--- config.mk ---
export PLATFORM = sky130hd
export DESIGN_NAME = dem_to_io_ddr
export DESIGN_NICKNAME = d
export VERILOG_FILES = /design/src/rtl/sdr_io_pkg.sv /design/src/rtl/sdr_sync_fifo.sv /design/src/rtl/dem_to_io_ddr.sv
export SDC_FILE = /design/constraint.sdc
export NUM_CORES = 1
export LEC_CHECK = 0
export CORE_MARGIN = 2
export CORE_UTILIZATION = 40
export DETAILED_ROUTE_END_ITERATION = 16
export GPL_TIMING_DRIVEN = 0
export PLACE_DENSITY_LB_ADDON = 0.05
export SLEW_MARGIN = 0
export SYNTH_ARGS = -nofsm -noshare
export SYNTH_HDL_FRONTEND = slang
export SYNTH_SLANG_ARGS = --single-unit
--- constraint.sdc ---
create_clock -name clk -period 2.25 [get_ports clk]
set_input_delay 0.225 -clock clk [delete_from_list [all_inputs] [get_ports clk]]
set_output_delay 0.225 -clock clk [all_outputs]
set_load 0.05 [all_outputs]
--- src/rtl/sdr_io_pkg.sv ---
// Shared types and widths for the sample-to-IO-bus transmit path.
package sdr_io_pkg;

  localparam int unsigned IO_BYTE_W   = 8;
  localparam int unsigned SAMPLE_W    = 16;
  localparam int unsigned UFLOW_CNT_W = 8;

  typedef enum logic [1:0] {
    IDLE,
    PRIME,
    RUN,
    UNDERFLOW
  } io_tx_state_t;

  function automatic logic [UFLOW_CNT_W-1:0] sat_inc(input logic [UFLOW_CNT_W-1:0] v);
    return (&v) ? v : v + UFLOW_CNT_W'(1);
  endfunction

endpackage

--- src/rtl/sdr_sync_fifo.sv ---
// Single-clock FIFO with combinational head word; push and pop may coincide when full.
module sdr_sync_fifo #(
  parameter int unsigned WIDTH = 16,
  parameter int unsigned DEPTH = 4,
  localparam int unsigned LW = $clog2(DEPTH) + 1
) (
  input  logic             clk,
  input  logic             rst,
  input  logic             push,
  input  logic [WIDTH-1:0] push_data,
  input  logic             pop,
  output logic [WIDTH-1:0] head,
  output logic             full,
  output logic             empty,
  output logic [LW-1:0]    level
);

  localparam int unsigned AW = (DEPTH > 1) ? $clog2(DEPTH) : 1;

  logic [WIDTH-1:0] mem_q [DEPTH];
  logic [AW-1:0]    wr_ptr_q, rd_ptr_q;
  logic [LW-1:0]    level_q;
  logic             do_push, do_pop;

  assign empty   = (level_q == '0);
  assign full    = (level_q == LW'(DEPTH));
  assign do_pop  = pop && !empty;
  // A pop frees the slot the push lands in, so full does not block a paired push.
  assign do_push = push && (!full || do_pop);
  assign head    = mem_q[rd_ptr_q];
  assign level   = level_q;

  always_ff @(posedge clk or posedge rst) begin
    if (rst) begin
      wr_ptr_q <= '0;
      rd_ptr_q <= '0;
      level_q  <= '0;
    end else begin
      if (do_push) wr_ptr_q <= wr_ptr_q + AW'(1);
      if (do_pop)  rd_ptr_q <= rd_ptr_q + AW'(1);
      if (do_push && !do_pop)      level_q <= level_q + LW'(1);
      else if (do_pop && !do_push) level_q <= level_q - LW'(1);
    end
  end

  always_ff @(posedge clk) begin
    if (do_push) mem_q[wr_ptr_q] <= push_data;
  end

endmodule

--- src/rtl/dem_to_io_ddr.sv ---
// Streams buffered 16-bit samples onto the 8-bit IO bus, high byte then low byte per clk.
module dem_to_io_ddr
  import sdr_io_pkg::*;
#(
  parameter int unsigned         DEPTH       = 4,
  parameter int unsigned         PRIME_LEVEL = 2,
  parameter logic [SAMPLE_W-1:0] IDLE_WORD   = 16'h0000,
  localparam int unsigned        LW          = $clog2(DEPTH) + 1
) (
  input  logic                   clk,
  input  logic                   rst,
  input  logic                   en,
  input  logic [SAMPLE_W-1:0]    s_data,
  input  logic                   s_valid,
  output logic                   s_ready,
  output logic [IO_BYTE_W-1:0]   IO_out,
  output logic                   io_active,
  output logic [UFLOW_CNT_W-1:0] underflow_cnt,
  output logic [LW-1:0]          fifo_level
);

  io_tx_state_t            state_q, state_d;
  logic [SAMPLE_W-1:0]     cur_word_q, cur_word_d;
  logic [UFLOW_CNT_W-1:0]  uflow_q, uflow_d;
  logic [IO_BYTE_W-1:0]    lo_q, hi_q;
  logic                    io_active_q;
  logic [SAMPLE_W-1:0]     fifo_head;
  logic                    fifo_full, fifo_empty;
  logic                    pop, push, primed;

  assign pop     = en && (state_q == RUN) && !fifo_empty;
  assign s_ready = !fifo_full || pop;
  assign push    = s_valid && s_ready;
  assign primed  = (fifo_level >= LW'(PRIME_LEVEL));

  sdr_sync_fifo #(
    .WIDTH(SAMPLE_W),
    .DEPTH(DEPTH)
  ) u_fifo (
    .clk      (clk),
    .rst      (rst),
    .push     (push),
    .push_data(s_data),
    .pop      (pop),
    .head     (fifo_head),
    .full     (fifo_full),
    .empty    (fifo_empty),
    .level    (fifo_level)
  );

  always_comb begin
    state_d    = state_q;
    cur_word_d = IDLE_WORD;
    uflow_d    = uflow_q;
    if (!en) begin
      state_d = IDLE;
    end else begin
      unique case (state_q)
        IDLE:  state_d = PRIME;
        PRIME: if (primed) state_d = RUN;
        RUN: begin
          if (pop) begin
            cur_word_d = fifo_head;
          end else begin
            state_d = UNDERFLOW;
            uflow_d = sat_inc(uflow_q);
          end
        end
        UNDERFLOW: begin
          uflow_d = sat_inc(uflow_q);
          if (primed) state_d = RUN;
        end
        default: state_d = IDLE;
      endcase
    end
  end

  // lo_q takes the outgoing word, so its low byte follows the high byte by half a cycle.
  always_ff @(posedge clk or posedge rst) begin
    if (rst) begin
      state_q     <= IDLE;
      cur_word_q  <= IDLE_WORD;
      uflow_q     <= '0;
      lo_q        <= IDLE_WORD[IO_BYTE_W-1:0];
      io_active_q <= 1'b0;
    end else begin
      state_q     <= state_d;
      cur_word_q  <= cur_word_d;
      uflow_q     <= uflow_d;
      lo_q        <= cur_word_q[IO_BYTE_W-1:0];
      io_active_q <= pop;
    end
  end

  always_ff @(negedge clk or posedge rst) begin
    if (rst) hi_q <= IDLE_WORD[SAMPLE_W-1:IO_BYTE_W];
    else     hi_q <= cur_word_q[SAMPLE_W-1:IO_BYTE_W];
  end

  assign IO_out        = clk ? lo_q : hi_q;
  assign io_active     = io_active_q;
  assign underflow_cnt = uflow_q;

endmodule

* Word level (Yosys, flattened, before mapping)
Memories as Yosys holds them, arrays and structs flattened.
Index checks and enable logic that the tools add are counted.
Widths: inputs -> output; s select.
** Cells by class
- $lt $le $gt $ge :: 1
- Equal/unequal tests :: 7
- Reduce and logical (&&, ||, !) cells :: 21
- Mux-type cells :: 15
- $add $sub $neg :: 5
** Operators by type and width (number)
- $mux 16 :: 3
- $mux 8 :: 3
- $pmux 8 s2 :: 1
- $add 8x1->8 const B :: 1
- $reduce_and 8->1 :: 1
- $logic_and 1x1->1 :: 7
- $mux 2 :: 3
- $mux 3 :: 2
- $pmux 2 s3 :: 1
- $add 2x1->2 const B :: 2
- $eq 2x2->1 const B :: 2
- $logic_not 1->1 :: 4
- $reduce_bool 2->1 :: 2
- $add 3x1->3 const B :: 1
- $eq 3x3->1 const B :: 1
- $ge 3x2->1 const B :: 1
- $logic_not 3->1 :: 1
- $ne 3x2->1 const B :: 1
- $ne 3x3->1 const B :: 1
- $reduce_and 3->1 :: 1
- $sub 3x1->3 const B :: 1
- $eq 2x1->1 const B :: 1
- $logic_not 2->1 :: 1
- $logic_or 1x1->1 :: 2
- other kinds (4) :: 5
** Storage, ports and cells
- Flip-flop bits (word level) :: 50
- Bits of input ports :: 20
- Memory bits (writable) :: 64
- Output and inout port bits :: 21
- Logic and storage cells :: 59
- Memories kept :: 1
** Memories
- u_fifo.mem_q :: words 4, width 16, read ports 1, clocked after Yosys merged registers in 0, write ports 1, RTL line sdr_sync_fifo.sv:20 : logic [WIDTH-1:0] mem_q [DEPTH];

* Longest topological paths before layout
Gate-level depths: netlist (run 1).
- Depth after elaboration :: 10
- Mapped depth :: 9
- Mapped depth without buffers :: 9

* Modules after synthesis
From an unflattened synthesis (run 1), not the netlist that was laid out.
** Unflattened totals
- Cell total of the unflattened synthesis :: 227
- Area total of the unflattened synthesis :: 4322.9 um^2
** By module, submodules not included
- sdr_sync_fifo :: cells an instance 120, instances 1, area an instance 2782.7 um^2, seq. area each 2097.0 um^2
- dem_to_io_ddr :: cells an instance 107, instances 1, area an instance 1540.2 um^2, seq. area each 1076.0 um^2

==> metrics.md, run 1 <==
| Metric | Value |
|---|---|
| Post-synthesis sequential area ratio | `73.7%` |
| R2R Path End | `u_fifo.level[2]$_DFFE_PP0P_` |
| Hpwl dp | `4.62 mm` |
| Synth top area share | `44.7%` |
| Antenna violations before repair | `0` |
| IO Port Bufs | `40` |
| Synth area leaders | `edfxtp_1 45%, dfrtp_1 24%, mux4_1 4.9%` |
| Via count | `2155` |
| # IOs | `41` |
| Remaining antenna violation count | `0` |
| Share of layout cells above drive strength 1 | `~28%` |
| Max-cap violation count | `0` |
| Total grt overflow | `0` |
| CP arrival | `roughly 2500 ps` |
| First-pass GRT wire length | `about 12 mm` |
| Number of antenna diodes | `0` |
| 1st-iter DRT viols | `84` |
| Num rows | `37` |
| Vias in the first global route | `2404` |
| Pwr Total | `7880 uW` |
| Distinct cells, synth | `38` |
| Layout Nets | `approximately 320` |
| Syn. warnings | `0` |
| DRC viols | `0` |
| Post-synth EDFFs | `64` |
| Ys async rst share | `a little over two fifths` |
| Worst-skew pair later-pin latency | `around 600 ps` |
| Slew Viols, Final | `0` |
| PD cells | `approximately 1400 mW/mm^2` |
| Finished Cell Area | `0.00566 sq mm` |
| Peak supply drop | `0.680 mV` |
| Reg2Reg Launch Point | `state_q[1]$_DFFE_PP0P_` |
| Chip Height | `108 um` |
| Reg clk slew, reported paths | `60 ps` |
| Post-route setup slack | `-421 ps` |
| Largest area contributor in the netlist | `edfxtp_1` |
| Die X | `108 um` |
| Crit path max fanout | `1` |
| Vias per cell | `~4.8` |
| Initial Utilization | `41.5%` |
| Violated checks | `setup timing` |
| Drt wl/cell | `16.9 um` |
| CP Data Required Time | `approximately 2000 ps` |
| Top cells by count, synth | `64 x edfxtp_1, 42 x dfrtp_1, 16 x and2_1, 11 x mux2_2, 11 x nor2_1` |
| DIE AREA | `about 0.012 sq mm` |
| Mapped Area | `0.00430 sq mm` |
| Setup violators final | `8` |
| Area grow syn2layout | `31.5%` |
| Most common cell in the netlist | `edfxtp_1` |
| Crit Path Category | `reg2out` |
| R2r worst-path depth | `9` |
| CTS tree | `yes` |
| Synthesized flop and latch total | `roughly 110` |
| DRT Pass-1 Iters | `4` |
| Post-layout util | `a little over half` |
| Status | `complete, but fails checks` |
| Placed cell area | `between 0.004 and 0.005 sq mm` |
| Clock skew | `approximately 53 ps` |
| Mapped Nets | `around 260` |
| Leakage power | `between 0.002 and 0.0025 uW` |
| Post-Syn Instances | `229` |
| Routability Congestion | `0.704` |
| Hold Fails Final Rpt | `0` |
| Crit path capture type | `output port` |
| Drt total wl | `between 7 and 8 mm` |
| Area of the core | `0.0104 sq mm` |
| Worst hold-check path type | `in2async` |
| Worst slew pin tran | `approximately 1100 ps` |
| Largest net degree at the start of global routing | `51` |
| Synth Area per Inst | `about 19 sq um` |
| Normalized max-slew margin | `between 20% and 30%` |
| Startpoint types | `register` |
| RSZ-0062 raised after global routing | `yes` |
| Tot GR Track Use | `about 15%` |
| Flop2flop setup slack | `around 250 ps` |
| Main synth FF type | `edfxtp_1` |
[flip-flops by register name, indices dropped and copies added, names as in the netlist]
register         cells
u_fifo.rd_ptr_q      2
cur_word_q          16
underflow_cnt        8
state_q              2
u_fifo.level         3
u_fifo.wr_ptr_q      2
u_fifo.mem_q        64
io_active            1
lo_q                 8
hi_q                 8
[logic make-up after synthesis]
group	after synthesis	share of synthesized area (%)
xor gates and xnor gates	8	1.63
adders and majority gates	7	2.21
muxes	31	12.9
DFF	114	73.7
AOI/OAI and AO/OA	8	1.31
and+or+nand+nor	46	6.08
buffers and inverters	15	2.15
[critical path, stage by stage, from the launching register on]
cell	delay (ps)
dfrtn_1	330
mux2_4	290
buf_8	150
[metrics by stage]
stage | std cells | hold WS (ps) | setup WS (ps) | TNS (ps)
global placement | 405 | 335 | -396 | -6110
floorplan | 229 | 267 | -384 | -739
finish | 445 | 208 | -421 | -3220
CTS | 444 | 212 | -455 | -3500
detailed placement | 405 | 335 | -409 | -5960
global route | 445 | 223 | -465 | -3610
[cell usage in the layout (no fill, tap or decap), drive strengths merged, types with 3 or more instances in the layout]
cell type      Yosys  final
and2              17     17
buf                5     14
inv                9     13
xor2               4      4
and3               4      4
bufinv             0      4
nor2              11     11
ha                 6      6
mux4              16     16
dfrtp             42     42
mux2              12     12
edfxtp            64     64
xnor2              4      4
clkinv             0      4
clkinvlp           0      3
clkdlybuf4s50      0     31
nand2              4      4
clkbuf             1     25
mux2i              3      3
dfrtn              8      8
[layer usage]
metal / GRT usage (%) / share of wire, % / vias to the layer above
li1: - / - / 998
met1: 17.2 / 43 / 1078
met2: 22.3 / 50 / 61
met3: 7.51 / 5.1 / 18
met4: 10.4 / 2.4 / 0
met5: 0 / 0 / -
[worst max-delay path by stage]
stage                                      start                          end  slack (ps)  depth (start not counted)
after detailed placement       hi_q[7]$_DFF_NP0_                    IO_out[7]        -410                          2
after floorplan           state_q[0]$_DFFE_PP0P_  u_fifo.level[2]$_DFFE_PP0P_        -380                          8
after CTS                      hi_q[0]$_DFF_NP0_                    IO_out[0]        -450                          2
final                          hi_q[0]$_DFF_NP0_                    IO_out[0]        -420                          2
after global routing           hi_q[2]$_DFF_NP0_                    IO_out[2]        -470                          2
after global placement         hi_q[0]$_DFF_NP0_                    IO_out[0]        -400                          2
[final cells by class]
class,instances,area (sq um)
clock inverters,15,205
plain buffers,5,52.6
well taps,136,170
fillers,852,4710
inverters,9,40.0
repair buffers,33,329
flip-flops and latches,114,3180
clock buffers,33,622
multi-input cells,100,1070
[what timing repair did]
item / in CTS / in global routing
gates resized for setup: 63 / 0
endpoints found under the hold margin: 0 / 0
endpoints found under the setup margin: 9 / 10
pin swaps: 0 / 1
setup buffers: 0 / 1
hold buffers: 0 / 0
gates cloned: 0 / 0
[report_power, final]
| group | switching (uW) | internal, uW |
|---|---|---|
| Combinational | 885 | 715 |
| Sequential | 189 | 2650 |
| Clock | 1210 | 2230 |
Power figures use the tool's default switching activity.
==> run 2: changes to the inputs <==
--- a/config.mk
+++ b/config.mk
@@ -10,6 +10,7 @@
 export DETAILED_ROUTE_END_ITERATION = 16
 export GPL_TIMING_DRIVEN = 0
 export PLACE_DENSITY_LB_ADDON = 0.05
+export REMOVE_ABC_BUFFERS = 1
 export SLEW_MARGIN = 0
 export SYNTH_ARGS = -nofsm -noshare
 export SYNTH_HDL_FRONTEND = slang
==> run 2 against run 1 <==
Compared with the run above:
- the run still ends with setup timing left
- combinational power down 17%
- cell count down 1.3%
- critical path depth unchanged
- global-route usage down 0.61 points
- sequential power up 5%
- sequential share of layout area up 0.84 points
- clock skew up 5.4 ps
- hold slack better by 47 ps
- via count up 0.93%
- setup slack worse by 13 ps
- total power down 4.4%
- core utilization down 0.84 points
- critical endpoint is now IO_out[6]
- largest cell class unchanged
==> metrics.md, run 2 (synthesis results as in run 1) <==
| Metric | Value |
|---|---|
| Die X | `108 um (unchanged)` |
| Area of the core | `0.0104 sq mm (unchanged)` |
| IO Port Bufs | `40 (unchanged)` |
| Sw power | `2160 uW (-5.6%)` |
| First-pass GRT wire length | `11.9 mm (-2.4%)` |
| Largest net degree at the start of global routing | `41 (-20%)` |
| Vias per cell | `4.95 (+2.3%)` |
| Final non-filler cell total | `439 (-1.3%)` |
| Max-cap violation count | `0 (unchanged)` |
| Total grt overflow | `0 (unchanged)` |
| Remaining antenna violation count | `0 (unchanged)` |
| WHS | `255 ps (+46.5 ps)` |
| Num rows | `37 (unchanged)` |
| Worst slew pin tran | `1090 ps (+24.0 ps)` |
| Antenna violations before repair | `0 (unchanged)` |
| Most flops, register | `u_fifo.mem_q` |
| Reg clk slew, reported paths | `60 ps (about the same)` |
| CP Data Required Time | `2030 ps (about the same)` |
| Area grow syn2layout | `29.5%` |
| Routability Congestion | `0.792 (+13%)` |
| Logic pwr share | `17.6% (-2.7 points)` |
| Peak supply drop | `0.568 mV (-16%)` |
| Crit Path Category | `reg2out` |
| Seq pwr share | `39.6% (+3.6 points)` |
| CTS tree | `yes` |
| Largest register FFs | `64 (unchanged)` |
| Drt wl/cell | `16.7 um (-0.74%)` |
| CP arrival | `2460 ps (about the same)` |
| Normalized max-slew margin | `27.1% (-1.5 points)` |
| Placed cell count | `400 (-1.2%)` |
| Most common cell after layout, fill and taps aside | `edfxtp_1` |
| DIE AREA | `0.0116 sq mm (unchanged)` |
| Crit path max fanout | `1 (unchanged)` |
| PD cells | `1350 mW/mm^2 (-2.9%)` |
| Post-route setup TNS | `-3200 ps (+18.6 ps)` |
| Leakage power | `0.00226 uW (-0.85%)` |
| Startpoint types | `register` |
| Post-route setup slack | `-434 ps (-13.1 ps)` |
| Hold Fails Final Rpt | `0 (unchanged)` |
| 1st-iter DRT viols | `85 (+1.2%)` |
| Most frequent cells in the layout | `64 x edfxtp_1, 42 x dfrtp_1, 31 x clkdlybuf4s50_1` |
| DRT Pass-1 Iters | `5 (+1)` |
| Initial Utilization | `41.5% (unchanged)` |
| Clock network fraction of total power | `42.8% (-0.9 points)` |
| Vias in the first global route | `2305 (-4.1%)` |
| Share of layout cells above drive strength 1 | `23.1% (-5.1 points)` |
| Crit path capture type | `output port` |
| Largest regs | `u_fifo.mem_q: 64 flops, cur_word_q: 16 flops` |
| Pwr Total | `7530 uW (-4.4%)` |
| DRC viols | `0 (unchanged)` |
| # IOs | `41 (unchanged)` |
| Layout Nets | `317 (-1.9%)` |
| Setup violators final | `8 (unchanged)` |
| Internal | `5370 uW (-4.0%)` |
| Worst hold-check path type | `in2reg` |
| Number of antenna diodes | `0 (unchanged)` |
| Clock skew | `58.1 ps (+5.43 ps)` |
| Hpwl dp | `4.06 mm (-12%)` |
| RSZ-0062 raised after global routing | `yes` |
| Status | `complete, but fails checks` |
| Violated checks | `setup timing` |
| Fill count | `865 (+1.5%)` |
| Tot GR Track Use | `14.5% (-0.61 points)` |
| Sw frac | `28.7% (-0.35 points)` |
| Pre-CTS setup slack | `-430 ps (-20.7 ps)` |
| Slew Viols, Final | `0 (unchanged)` |
| Drt total wl | `7.35 mm (-2.1%)` |
| Via count | `2175 (+0.93%)` |
| Chip Height | `108 um (unchanged)` |
| Worst-skew pair later-pin latency | `600 ps (about the same)` |
==> run 2: cell count changes in the layout (fill, tap and decap cells not counted), sizes merged <==
cell / change
buf: -3
clkinvlp: -3
clkinv: +3
clkbuf: -2
dlygate4sd3: +1
inv: -2
==> run 2: critical path: stages (launching register included) <==
cell and delay (ps):
dfrtn_1 360, mux2_2 270, buf_6 150
==> run 2: stage by stage <==
stage                     instance area (sq um)  utilization [%]
after floorplan                            4250                -
after global placement                     4820             46.5
after detailed placement                   4840             46.7
after CTS                                  5550             53.5
after global routing                       5570             53.7
final                                      5570             53.7
==> run 2: area by class of cell <==
cell class / count / area [sq um] / area share (%)
flip-flops and latches: 114 / 3170 / 56.9
multi-input cells: 100 / 1060 / 19.0
clock buffers: 31 / 586 / 10.5
repair buffers: 36 / 367 / 6.58
clock inverters: 13 / 184 / 3.30
well taps: 136 / 170 / 3.05
inverters: 9 / 36.3 / 0.651
==> run 2: what timing repair did <==
action,CTS,global route
setup buffers,0,2
endpoints found under the setup margin,9,10
hold buffers,1,0
resized for setup,67,2
pin swaps,0,1
hold endpoints to repair,6,0
==> run 2: path summary, 6_finish.rpt <==
check / from / slack [ps] / end / cells after the start
setup / recovery: hi_q[6]$_DFF_NP0_ / -430 / IO_out[6] / 2
min in group asynchronous: rst / 440 / cur_word_q[7]$_DFF_PP0_ / 3
hold reg to reg: cur_word_q[5]$_DFF_PP0_ / 350 / lo_q[5]$_DFF_PP0_ / 0
hold / removal: s_data[3] / 260 / u_fifo.mem_q[3][3]$_DFFE_PP_ / 1
max in group asynchronous: rst / 210 / hi_q[1]$_DFF_NP0_ / 4
setup reg to reg: state_q[1]$_DFFE_PP0P_ / 130 / u_fifo.mem_q[3][10]$_DFFE_PP_ / 4
==> run 2: layer usage <==
metal	track usage, %	wire (um)	vias up	share of wire, %
li1	-	-	982	-
met1	16.3	3100	1119	42
met2	22.5	3690	57	50
met3	6.23	397	17	5.4
met4	9.62	160	0	2.2
met5	0	0	-	0
==> run 2: power groups by stage <==
stage / Clock (uW) / Sequential (uW) / Combinational (uW)
after floorplan: 150 / 3140 / 741
final: 3220 / 2980 / 1330
after global routing: 3420 / 3050 / 1460
after CTS: 3310 / 3000 / 1340
after detailed placement: 190 / 3040 / 1340
after global placement: 190 / 3030 / 1330
==> run 3: changes to the inputs <==
--- a/config.mk
+++ b/config.mk
@@ -8,6 +8,7 @@
 export CORE_MARGIN = 2
 export CORE_UTILIZATION = 40
 export DETAILED_ROUTE_END_ITERATION = 16
+export GPL_ROUTABILITY_DRIVEN = 0
 export GPL_TIMING_DRIVEN = 0
 export PLACE_DENSITY_LB_ADDON = 0.05
 export REMOVE_ABC_BUFFERS = 1
==> constraint.sdc (replaced) <==
create_clock -name clk -period 2.5 [get_ports clk]
set_input_delay 0.25 -clock clk [delete_from_list [all_inputs] [get_ports clk]]
set_output_delay 0.25 -clock clk [all_outputs]
set_load 0.05 [all_outputs]
==> run 3 against run 2 <==
Compared with the run above:
- count of clock-buffer cells in the layout unchanged
- clock power decreased by 11%
- largest power group unchanged
- first-iteration DRC count increased by 5.9%
- register-to-register slack gained 210 ps
- largest cell class unchanged
- total power is 11% lower
- clock skew about the same
- wire length fell by 0.38%
- hold slack better by 22 ps
- the run still ends with setup timing left
==> metrics.md, run 3 (synthesis results as in run 1) <==
| Metric | Value |
|---|---|
| Hpwl dp | `4.06 mm (unchanged)` |
| Crit path from | `hi_q[6]$_DFF_NP0_` |
| Startpoint types | `register` |
| Via count | `2170 (-0.23%)` |
| Peak supply drop | `0.511 mV (-10%)` |
| Worst Hold End | `state_q[1]$_DFFE_PP0P_` |
| Setup violators final | `8 (unchanged)` |
| RSZ-0062 raised after global routing | `yes` |
| CP Data Required Time | `2250 ps (+220 ps)` |
| Setup Buffers After CTS | `0 (unchanged)` |
| Tot GR Track Use | `14.5% (-0.065 points)` |
| Hold path startpoint | `en` |
| DRT Pass-1 Iters | `5 (unchanged)` |
| Total grt overflow | `0 (unchanged)` |
| CP cell instances | `mux2_2 > buf_6` |
| Placed cell area | `0.00484 sq mm (unchanged)` |
| Chip Height | `108 um (unchanged)` |
| Drt wl/cell | `16.8 um (about the same)` |
| Reg2Reg Launch Point | `state_q[1]$_DFFE_PP0P_` |
| Vias per cell | `4.97 (+0.23%)` |
| WHS | `277 ps (+21.7 ps)` |
| CTS tree | `yes` |
| Number of antenna diodes | `0 (unchanged)` |
| Status | `complete, but fails checks` |
| Finished Cell Area | `0.00553 sq mm (-0.85%)` |
| Vias in the first global route | `2286 (-0.82%)` |
| Die X | `108 um (unchanged)` |
| Worst hold-check path type | `in2reg` |
| DIE AREA | `0.0116 sq mm (unchanged)` |
| Hold Path Stages | `2 (+1)` |
| Share of layout cells above drive strength 1 | `22.3% (-0.84 points)` |
| Largest register FFs | `64 (unchanged)` |
| Most common cell after layout, fill and taps aside | `edfxtp_1` |
| Reg clk slew, reported paths | `60 ps (about the same)` |
| R2R Path End | `u_fifo.level[2]$_DFFE_PP0P_` |
| Normalized max-slew margin | `27.1% (-0.032 points)` |
| PD cells | `1220 mW/mm^2 (-9.9%)` |
| Post-route setup slack | `-334 ps (+99.8 ps)` |
| Violated checks | `setup timing` |
| Pwr Total | `6720 uW (-11%)` |
| Crit path max-delay cell type | `dfrtn_1` |
| Remaining antenna violation count | `0 (unchanged)` |
| Crit path capture type | `output port` |
| Largest net degree at the start of global routing | `41 (unchanged)` |
| 1st-iter DRT viols | `90 (+5.9%)` |
| First-pass GRT wire length | `11.9 mm (-0.46%)` |
| Post-route setup TNS | `-2380 ps (+822 ps)` |
| CP arrival | `2580 ps (+120 ps)` |
| Area of the core | `0.0104 sq mm (unchanged)` |
| Crit path max fanout | `1 (unchanged)` |
| Slew Viols, Final | `0 (unchanged)` |
| R2r worst-path depth | `9 (+5)` |
| Initial Utilization | `41.5% (unchanged)` |
| Hold Fails Final Rpt | `0 (unchanged)` |
| Largest regs | `u_fifo.mem_q: 64 flops, cur_word_q: 16 flops` |
| Max stage delay on crit path | `360 ps (about the same)` |
| Flop2flop setup slack | `340 ps (+210 ps)` |
| Worst slew pin tran | `1090 ps (+0.480 ps)` |
| Drt total wl | `7.32 mm (-0.38%)` |
| Num rows | `37 (unchanged)` |
| Most frequent cells in the layout | `64 x edfxtp_1, 42 x dfrtp_1, 31 x clkdlybuf4s50_1` |
| Leakage power | `0.00223 uW (-1.1%)` |
| IO Port Bufs | `40 (unchanged)` |
| Antenna violations before repair | `0 (unchanged)` |
| Clock skew | `57.6 ps (-0.469 ps)` |
| Max-cap violation count | `0 (unchanged)` |
| Layout Nets | `315 (-0.63%)` |
| DRC viols | `0 (unchanged)` |
| Worst-skew pair later-pin latency | `600 ps (about the same)` |
| Area grow syn2layout | `28.4%` |
| Crit Path Category | `reg2out` |
| Most flops, register | `u_fifo.mem_q` |
| # IOs | `41 (unchanged)` |
==> run 3: cell count changes in the layout (fill, tap and decap cells not counted), sizes merged <==
cell	delta
clkdlybuf4s15	-1
dlygate4sd2	+1
buf	-2
==> run 3: through the flow <==
stage	util (%)	std cells	setup slack (ps)
6_report	53.3	437	-334
4_1_cts	53.2	437	-366
5_1_grt	53.3	437	-379
2_1_floorplan	-	223	-230
3_5_place_dp	46.7	400	-330
3_3_place_gp	46.5	399	-1200
==> run 3: area by class of cell <==
cell class	instances	area, sq um
clock buffers	31	571
clock inverters	13	184
fillers	867	4840
inverters	9	36.3
multi-input cells	100	1040
flip-flops and latches	114	3170
well taps	136	170
repair buffers	34	349
==> run 3: timing repair <==
item	4_1_cts	5_1_grt
hold buffers	1	0
endpoints found under the setup margin	9	8
resized for setup	57	2
hold endpoints to repair	6	0
==> run 3: power breakdown <==
part           internal, uW  switching (uW)
Sequential             2380             300
Combinational           561             614
Clock                  1860            1010
Total                  4800            1920
==> run 3: worst max-delay path by stage <==
stage | end | slack [ps] | depth (start not counted)
3_5_place_dp | IO_out[6] | -330 | 2
5_1_grt | IO_out[6] | -380 | 2
3_3_place_gp | hi_q[1]$_DFF_NP0_ | -1200 | 2
2_1_floorplan | u_fifo.level[1]$_DFFE_PP0P_ | -230 | 6
6_report | IO_out[6] | -330 | 2
4_1_cts | IO_out[6] | -370 | 2
==> run 3: metal layers <==
metal,up-vias,global-route usage [%],wire length [um]
met1,1121,16.4,3060
met4,0,9.62,114
met2,60,22.5,3740
met3,11,5.93,415
met5,-,0,0
li1,978,-,-
==> run 3: worst max-delay path, delay by kind of cell, from the launching register on <==
family	cells	cell delay, ps
flops	1	360
mux	1	270
buf+inv	1	150
